**src/rtl/ctrl_sequencer.sv**
```systemverilog
// Multi-cycle control sequencer for the register CPU datapath.
// Handles wait states, timeout fault, halt, and retired-instruction count.
module ctrl_sequencer #(
    parameter int DATA_W  = 16,
    parameter int CNT_W   = 16,
    parameter int TIMEOUT = 255
) (
    input  logic              clk,
    input  logic              reset,
    input  logic [DATA_W-1:0] instr,
    input  logic              mem_ready,
    output logic              mem_req,
    output logic              mem_we,
    output logic              mar_load,
    output logic              ir_load,
    output logic              mdr_load,
    output logic              reg_load,
    output logic              ram_load,
    output logic              incr_pc,
    output logic [1:0]        byte_enable,
    output logic [2:0]        regr0s,
    output logic [2:0]        regr1s,
    output logic [2:0]        regws,
    output logic [1:0]        op0s,
    output logic [1:0]        op1s,
    output logic [1:0]        mdrs,
    output logic [DATA_W-4:0] irimm,
    output logic [2:0]        state,
    output logic              halted,
    output logic              fault,
    output logic [CNT_W-1:0]  retired
);

    typedef enum logic [2:0] {
        S_FETCH  = 3'd0,
        S_DECODE = 3'd1,
        S_READ   = 3'd2,
        S_EXEC   = 3'd3,
        S_WB     = 3'd4,
        S_HALT   = 3'd5,
        S_FAULT  = 3'd6
    } state_t;

    localparam int ST_W = $clog2(TIMEOUT + 2);

    state_t            st_q, st_d;
    logic [ST_W-1:0]   stall_q;
    logic [CNT_W-1:0]  ret_q;
    logic [2:0]        opc, arg1, tgt;
    logic              stalled, timeout_hit;

    assign opc  = instr[DATA_W-1 -: 3];
    assign arg1 = instr[5:3];
    assign tgt  = instr[2:0];

    always_comb begin
        irimm = '0;
        if (opc == 3'b000 || opc == 3'b011)
            irimm = {6'b0, instr[DATA_W-4:6]};
        else if (opc == 3'b101)
            irimm = {3'b0, instr[DATA_W-4:3]};
    end

    always_comb begin
        st_d        = st_q;
        mem_req     = 1'b0;
        mem_we      = 1'b0;
        mar_load    = 1'b0;
        ir_load     = 1'b0;
        mdr_load    = 1'b0;
        reg_load    = 1'b0;
        ram_load    = 1'b0;
        incr_pc     = 1'b0;
        byte_enable = 2'b11;
        regr0s      = 3'd0;
        regr1s      = 3'd0;
        regws       = 3'd0;
        op0s        = 2'd0;
        op1s        = 2'd0;
        mdrs        = 2'd0;
        stalled     = 1'b0;
        timeout_hit = 1'b0;
        // Reset suppresses every strobe, including one mid-access.
        if (!reset) begin
            case (st_q)
                S_DECODE: begin
                    if (opc == 3'b000 || opc == 3'b011 || opc == 3'b101)
                        mdr_load = 1'b1;
                    unique case (1'b1)
                        (opc == 3'b000), (opc == 3'b011): st_d = S_READ;
                        (opc == 3'b101):                  st_d = S_EXEC;
                        (opc == 3'b111):                  st_d = S_HALT;
                        default:                          st_d = S_FETCH;
                    endcase
                end
                S_READ: begin
                    regr0s   = arg1;
                    op0s     = 2'd2;
                    mar_load = 1'b1;
                    st_d     = S_EXEC;
                end
                S_EXEC: begin
                    unique case (1'b1)
                        (opc == 3'b000): begin
                            mem_req  = 1'b1;
                            mdrs     = 2'd1;
                            mdr_load = mem_ready;
                            if (mem_ready) st_d = S_WB;
                        end
                        (opc == 3'b011): begin
                            regr0s      = tgt;
                            mdrs        = 2'd2;
                            mem_req     = 1'b1;
                            mem_we      = 1'b1;
                            byte_enable = 2'b01;
                            ram_load    = mem_ready;
                            if (mem_ready) st_d = S_FETCH;
                        end
                        (opc == 3'b101): begin
                            op0s     = 2'd2;
                            regws    = tgt;
                            reg_load = 1'b1;
                            st_d     = S_FETCH;
                        end
                        default: st_d = S_FETCH;
                    endcase
                end
                S_WB: begin
                    op0s     = 2'd2;
                    regws    = tgt;
                    reg_load = 1'b1;
                    st_d     = S_FETCH;
                end
                S_HALT:  st_d = S_HALT;
                S_FAULT: st_d = S_FAULT;
                default: begin
                    regr1s  = 3'd7;
                    op1s    = 2'd1;
                    mem_req = 1'b1;
                    ir_load = mem_ready;
                    incr_pc = mem_ready;
                    st_d    = mem_ready ? S_DECODE : S_FETCH;
                end
            endcase
            stalled = mem_req && !mem_ready;
            // Trips on the TIMEOUT-th consecutive stalled cycle.
            timeout_hit = (TIMEOUT != 0) && stalled
                       && (stall_q == ST_W'(TIMEOUT - 1));
            if (timeout_hit) st_d = S_FAULT;
        end
    end

    always_ff @(posedge clk) begin
        if (reset) begin
            st_q    <= S_FETCH;
            stall_q <= '0;
            ret_q   <= '0;
        end else begin
            st_q    <= st_d;
            stall_q <= (stalled && st_d == st_q) ? stall_q + 1'b1 : '0;
            if (st_d == S_FETCH &&
                (st_q == S_DECODE || st_q == S_EXEC || st_q == S_WB))
                ret_q <= ret_q + 1'b1;
        end
    end

    assign state   = st_q;
    assign halted  = (st_q == S_HALT);
    assign fault   = (st_q == S_FAULT);
    assign retired = ret_q;

endmodule

```
**config.mk**
```make
export PLATFORM = sky130hd
export DESIGN_NAME = ctrl_sequencer
export DESIGN_NICKNAME = d
export VERILOG_FILES = /design/src/rtl/ctrl_sequencer.sv
export SDC_FILE = /design/constraint.sdc
export NUM_CORES = 1
export LEC_CHECK = 0
export ABC_AREA = 1
export CORE_UTILIZATION = 25
export DETAILED_ROUTE_END_ITERATION = 8
export MAX_ROUTING_LAYER = met4
export PLACE_DENSITY = 0.61
export SETUP_SLACK_MARGIN = 0.3
export SKIP_LAST_GASP = 1
export SLEW_MARGIN = 20
export SYNTH_ARGS = -nofsm -noshare
export SYNTH_HDL_FRONTEND = slang
export SYNTH_SLANG_ARGS = --single-unit
```
**constraint.sdc**
```tcl
create_clock -name clk -period 1.5 [get_ports clk]
set_input_delay 0.3 -clock clk [delete_from_list [all_inputs] [get_ports clk]]
set_output_delay 0.3 -clock clk [all_outputs]
set_load 0.02 [all_outputs]
```
Yosys cells after proc, flatten, opt, wreduce, memory -nomap -nowiden
Cells that the tools add are included.
{ "totals": {"ff_bits": 28, "latchBits": 0, "mem_bits_rw": 0, "rom_bits": 0, "input_bits": 19, "memories": 0} }
{ "classes": {"n_addsub": 2, "multipliers": 0, "n_div": 0, "order_cmp": 0, "eq_ne": 11, "shifts": 0, "muxes": 51, "n_bitwise": 1, "n_reduce_logical": 16} }
{ "op_table": {"columns": ["cell", "count"], "rows": [
  ["$mux 3", 10],
  ["$mux 1", 21],
  ["$mux 10", 2],
  ["$pmux 3 s2", 3],
  ["$pmux 3 s6", 1],
  ["$add 16x1->16 const B", 1],
  ["$mux 2", 8],
  ["$eq 3x3->1 const B", 5],
  ["$add 9x1->9 const B", 1],
  ["$eq 3x2->1 const B", 3],
  ["$eq 9x8->1 const B", 1],
  ["$pmux 3 s3", 1],
  ["$pmux 2 s2", 2],
  ["$logic_not 3->1", 2],
  ["$pmux 1 s2", 3],
  ["$reduce_or 2->1", 3],
  ["$reduce_or 6->1", 1],
  ["$reduce_or 5->1", 1],
  ["$logic_and 1x1->1", 4],
  ["$logic_or 1x1->1", 4],
  ["$eq 3x1->1 const B", 1],
  ["$eq 3x3->1", 1],
  ["$logic_not 1->1", 1],
  ["$not 1->1", 1]
]} }

Longest topological paths before layout
{ "depth": {"ltp_word": 13, "ltp_mapped": 14, "depth_no_buf": 14} }

Worst setup path after synthesis
Ideal clock, no wire load.
{ "synth_timing": {"path_kind": "register -> output", "start": "reg st_q[1] (netlist: state[1])", "end": "out ram_load", "arrival_ns": 1.942, "required_ns": 1.200, "path_slack_ns": -0.742, "path_stages_with_launch": 9, "path_cell_list": "dfxtp_1 > nand2_2 > nor2_4 > inv_1 > nor2_1 > inv_1 > nor2_1 > inv_1 > nor2_1"} }
{ "synth_via": {"elab_chain_len": 3} }
{ "synth_rtl": {"columns": ["element", "line", "rtl"], "rows": [
  ["from (decl)", "46", "state_t st_q, st_d;"],
  ["from (signal assigned)", "159", "st_q <= st_d;"],
  ["$eq 3x2->1", "85", "case (st_q)"],
  ["$mux 1", "85", null],
  ["$mux 1", "84", "if (!reset) begin"],
  ["to (decl)", "18", "output logic ram_load,"]
]} }
No other way between the ends.

Worst setup path in the final report
{ "layout_timing": {"start": "reg st_q[2] (netlist: state[2])", "end": "reg ret_q[15] (netlist: retired[15])"} }
{ "layout_via": {"elab_chain_len": 10} }
{ "layout_rtl": {"columns": ["element", "line", "rtl"], "rows": [
  ["$eq 3x3->1 (tied with other cells)", "85", null],
  ["$reduce_or 5->1 (no line)", null, null],
  ["$pmux 1 s2", "85", null],
  ["$mux 1", "84", null],
  ["$logic_and 1x1->1", "145", "stalled = mem_req && !mem_ready;"],
  ["$logic_and 1x1->1", "148", "&& (stall_q == ST_W'(TIMEOUT - 1));"],
  ["$mux 3", "149", "if (timeout_hit) st_d = S_FAULT;"],
  ["$mux 3", "84", null],
  ["$logic_not 3->1", "161", "if (st_d == S_FETCH &&"],
  ["$logic_and 1x1->1 (*)", "161", null],
  ["to (signal assigned)", "163", "ret_q <= ret_q + 1'b1;"],
  ["to (decl)", "48", "logic [CNT_W-1:0] ret_q;"]
]} }
Every way passes the cells marked *; elsewhere a longest branch is shown, timed or not. The select of a mux whose other input is x is not followed.
A chain may end at the register's enable or synchronous reset.

==> summary.log <==
INFO  status         outcome=finished with violations
INFO  status         violated_checks=negative setup slack
INFO  clocking       clkLatencyLatePin=0.28ns
INFO  clocking       numCtsBuffers=3
INFO  hold_path      min_path_type=register to register
INFO  floorplanning  start_util=0.2621
INFO  critical_path  setup.worst_path.start_class=register
INFO  synth          synthTopCellsByArea=sky130_fd_sc_hd__dfxtp_1 (27%), sky130_fd_sc_hd__nand2_1 (11%), sky130_fd_sc_hd__inv_1 (7.8%), sky130_fd_sc_hd__nor2_1 (7.3%), sky130_fd_sc_hd__xor2_1 (4.7%)
INFO  clocking       cts.path.max_buffers=2
INFO  flow_run       cap_viol_max_count=0
INFO  finish         num-nets-final=475
INFO  sta            finClkSkew=0.006799ns
INFO  synth          post_synth_num_cell_types=33
INFO  global_route   gr-total-overflow=0
INFO  critical_path  worst_ep_required_time=1.71ns
INFO  critical_path  setup.worst_path.class=register to register
INFO  sta            drv_slew=0
INFO  clocking       cts.sinks=28
INFO  placed_design  hpwlAfterDp=4741um
INFO  floorplanning  fp.dieW=92.71um
INFO  power_and_ir_drop ir_worst_vdd=0.2688mV
INFO  sta            hold_viol_final=0
INFO  global_route   grt_start_max_net_pins=16
INFO  routing        drt-wirelength-per-cell=12.77um
INFO  clocking       cts_root_buf=sky130_fd_sc_hd__clkbuf_8
INFO  synth          synth_top_family_by_area=simple AND/OR/NAND/NOR gates
INFO  sta            finalCritPeriodShare=1.205
INFO  synth          post_synthesis_area_per_instance=6.448um2
INFO  placed_design  place.port_buffers=71
INFO  finish         seq_area=601.8um2
INFO  synth          synth_largest_area_cell=sky130_fd_sc_hd__dfxtp_1
INFO  floorplanning  floorplan.io_pins=78
INFO  routing        num_vias=2537
INFO  placed_design  post_dp_cell_area=3457um2
INFO  synth          post_synth_simple_gate_area=0.3498
INFO  synth          ys_seq_area_frac=0.2725
INFO  finish         proportion_of_layout_cells_with_a_drive_suffix_above_1=0.5841
INFO  finish         antennaDiodeCount=0
INFO  placed_design  globalplace.congestion=0.8883
INFO  sta            rsz0062_at_grt=yes
INFO  critical_path  cp-end-kind=register
INFO  power_and_ir_drop power_leakage=1.798nW
INFO  clocking       tritoncts=done
INFO  synth          synth-compound-area-share=0.1137
INFO  finish         final_design_area_no_fill=4071um2
INFO  power_and_ir_drop total_power=2.202mW
INFO  finish         final_cells=554
INFO  clocking       number_of_hold_buffers_added_after_cts=0
INFO  synth          synth_xor_xnor_area_share=0.08942
INFO  finish         multi_input_area=1728um2
INFO  floorplanning  placementRows=32
INFO  synth          post-synth-top-area-fraction=0.2725
INFO  sta            worst_hold_margin=0.5185ns
INFO  routing        first_iteration_detailed_routing_drc_count=60
INFO  synth          postSynthRegisterBits=28
INFO  routing        detail_route.drc_violations=0
INFO  clocking       worst_setup_hold_path_clk_slew=0.09ns
INFO  global_route   grt_use_total=0.1660
INFO  sta            fmaxAchievable=553.3MHz
INFO  synth          synth_cells=319
INFO  power_and_ir_drop power.density_cell_area=540.9nW/um2
INFO  routing        avgViaCountPerCell=4.579
INFO  synth          syn_area=2057um2
INFO  floorplanning  core_region_area=7848um2
INFO  global_route   antenna_violations_before_repair=0
INFO  routing        route.final.wire_length=7077um
INFO  critical_path  crit_arrival=2.02ns
INFO  sta            finalCriticalPeriod=1.807ns
INFO  finish         nFillCells=747
INFO  finish         area_overhead_of_the_layout_relative_to_synthesis=97.93%
INFO  sta            finalWorstSetupSlack=-0.3074ns
INFO  synth          synthMuxAreaShare=0
INFO  floorplanning  die_height=92.71um
INFO  sta            final-setup-viol-count=49
INFO  synth          yosys_warnings=0
INFO  critical_path  critical_path_peak_fanout=8
INFO  global_route   via_count_of_the_first_global_routing_pass=2571
INFO  placed_design  place.detailed.instances=532
INFO  routing        drtPass1Iterations=4
INFO  synth          yosys.area_share.adder=0.01825
INFO  floorplanning  die_area=8594um2
INFO  routing        drtAntennaViolNets=0
INFO  global_route   wire_length_of_the_first_global_routing_pass=11520um
INFO  clocking       htree_num_levels=1
## worst max-delay path, stage by stage, from the launching register on
cell and delay [ns]:
sky130_fd_sc_hd__dfxtp_4 0.40, sky130_fd_sc_hd__buf_6 0.13, sky130_fd_sc_hd__buf_6 0.12, sky130_fd_sc_hd__nand3_2 0.06, sky130_fd_sc_hd__nand2_1 0.06, sky130_fd_sc_hd__inv_1 0.05, sky130_fd_sc_hd__nand2_1 0.07, sky130_fd_sc_hd__nor2_2 0.12
sky130_fd_sc_hd__nand2_2 0.09, sky130_fd_sc_hd__nand2_4 0.11, sky130_fd_sc_hd__nand2_8 0.08, sky130_fd_sc_hd__nor2_4 0.23, sky130_fd_sc_hd__nand2_1 0.11, sky130_fd_sc_hd__a21oi_2 0.11
## sequential cells by signal, summed over array words and instances (netlist names)
register and flops:
retired 16, stall_q 9, state 3
## report_power, final
| part | switching [mW] | internal (mW) | leakage (nW) |
|---|---|---|---|
| clock | 0.244 | 0.184 | 0.0231 |
| sequential | 0.0286 | 0.755 | 0.238 |
| combinational | 0.538 | 0.453 | 1.54 |
## through the flow
step,setup slack [ns],util,TNS [ns]
after floorplan,-0.08310,-,-1.003
after global placement,-0.8429,0.4405,-42.20
after detailed placement,-0.8539,0.4405,-43.39
after CTS,-0.2766,0.4872,-11.06
after global routing,-0.4261,0.5188,-16.59
final,-0.3074,0.5188,-11.48
## worst paths after layout
check,cells after the start,to,slack [ns],from
worst max-delay path,13,retired[15]$_SDFFE_PP0P_,-0.31,state[2]$_SDFF_PP0_
worst min-delay path,2,retired[4]$_SDFFE_PP0P_,0.52,retired[4]$_SDFFE_PP0P_
worst max register to register,13,retired[15]$_SDFFE_PP0P_,-0.31,state[2]$_SDFF_PP0_
worst min register to register,2,retired[4]$_SDFFE_PP0P_,0.52,retired[4]$_SDFFE_PP0P_
## layout make-up
class / count / area share
clock buffer: 3 / 0.01014
clock inverter: 1 / 0.0009219
inverter: 47 / 0.05040
multi-input combinational: 231 / 0.4244
sequential: 28 / 0.1478
tap: 102 / 0.03135
timing repair buffer: 142 / 0.3350
## what timing repair did
item                                    CTS  global route
cloned                                    1             1
gates resized for setup                 411            52
pin swaps                                36            23
hold endpoints to repair                  0             0
endpoints found under the setup margin   81            71
buffers inserted                         13             3
## cell usage in the layout, fill, tap and decap left out, drive strengths merged
| cell type | n |
|---|---|
| dlygate4sd2 | 10 |
| nand4 | 6 |
| nand2 | 67 |
| clkinv | 2 |
| o21ai | 20 |
| xnor2 | 10 |
| a22oi | 3 |
| nor3 | 19 |
| nor2 | 44 |
| a21oi | 16 |
| inv | 46 |
| nand3 | 20 |
| clkbuf | 3 |
| conb | 6 |
| ha | 3 |
| nor4 | 1 |
| dfxtp | 28 |
| o22ai | 5 |
| buf | 127 |
| clkdlybuf4s50 | 5 |
| xor2 | 11 |
## routing by layer
layer,track usage,vias to the layer above,wire (um)
met5,-,-,0
met4,0.03718,0,63
met3,0.02381,6,299
met2,0.3117,60,3862
met1,0.1847,1197,2852
li1,-,1274,-
## synthesized netlist by cell type
master                      n
sky130_fd_sc_hd__nand3_2    2
sky130_fd_sc_hd__xor2_1    11
sky130_fd_sc_hd__buf_2      1
sky130_fd_sc_hd__clkinv_1   1
sky130_fd_sc_hd__nor3_1    19
sky130_fd_sc_hd__buf_4     12
sky130_fd_sc_hd__nand2_1   62
sky130_fd_sc_hd__clkbuf_2   1
sky130_fd_sc_hd__o21ai_1    9
sky130_fd_sc_hd__nor2_2     1
sky130_fd_sc_hd__nor2_8     1
sky130_fd_sc_hd__conb_1     2
sky130_fd_sc_hd__a21oi_1   16
sky130_fd_sc_hd__buf_6      1
sky130_fd_sc_hd__nor2_4     1
sky130_fd_sc_hd__nand4_2    1
sky130_fd_sc_hd__o21ai_0   11
sky130_fd_sc_hd__clkbuf_1   3
sky130_fd_sc_hd__nand3_1   16
sky130_fd_sc_hd__xnor2_1   10
sky130_fd_sc_hd__nand2_2    4
sky130_fd_sc_hd__nand4_1    5
sky130_fd_sc_hd__nand3_4    1
sky130_fd_sc_hd__nor2_1    40
sky130_fd_sc_hd__nor4_1     1
sky130_fd_sc_hd__inv_2      3
sky130_fd_sc_hd__buf_8      1
sky130_fd_sc_hd__ha_1       3
sky130_fd_sc_hd__o22ai_1    5
sky130_fd_sc_hd__inv_1     43
sky130_fd_sc_hd__a22oi_1    3
sky130_fd_sc_hd__dfxtp_1   28
sky130_fd_sc_hd__nand2_4    1
## kinds of logic (layout without fill, tap and decap cells)
group,Yosys count,after routing
compound gates,44,44
xor+xnor,21,21
fa+ha+maj,3,3
buf+inv,66,193
flops,28,28
other cells,2,6
simple gates,155,157
No activity file was read; power rests on OpenSTA's default activity.
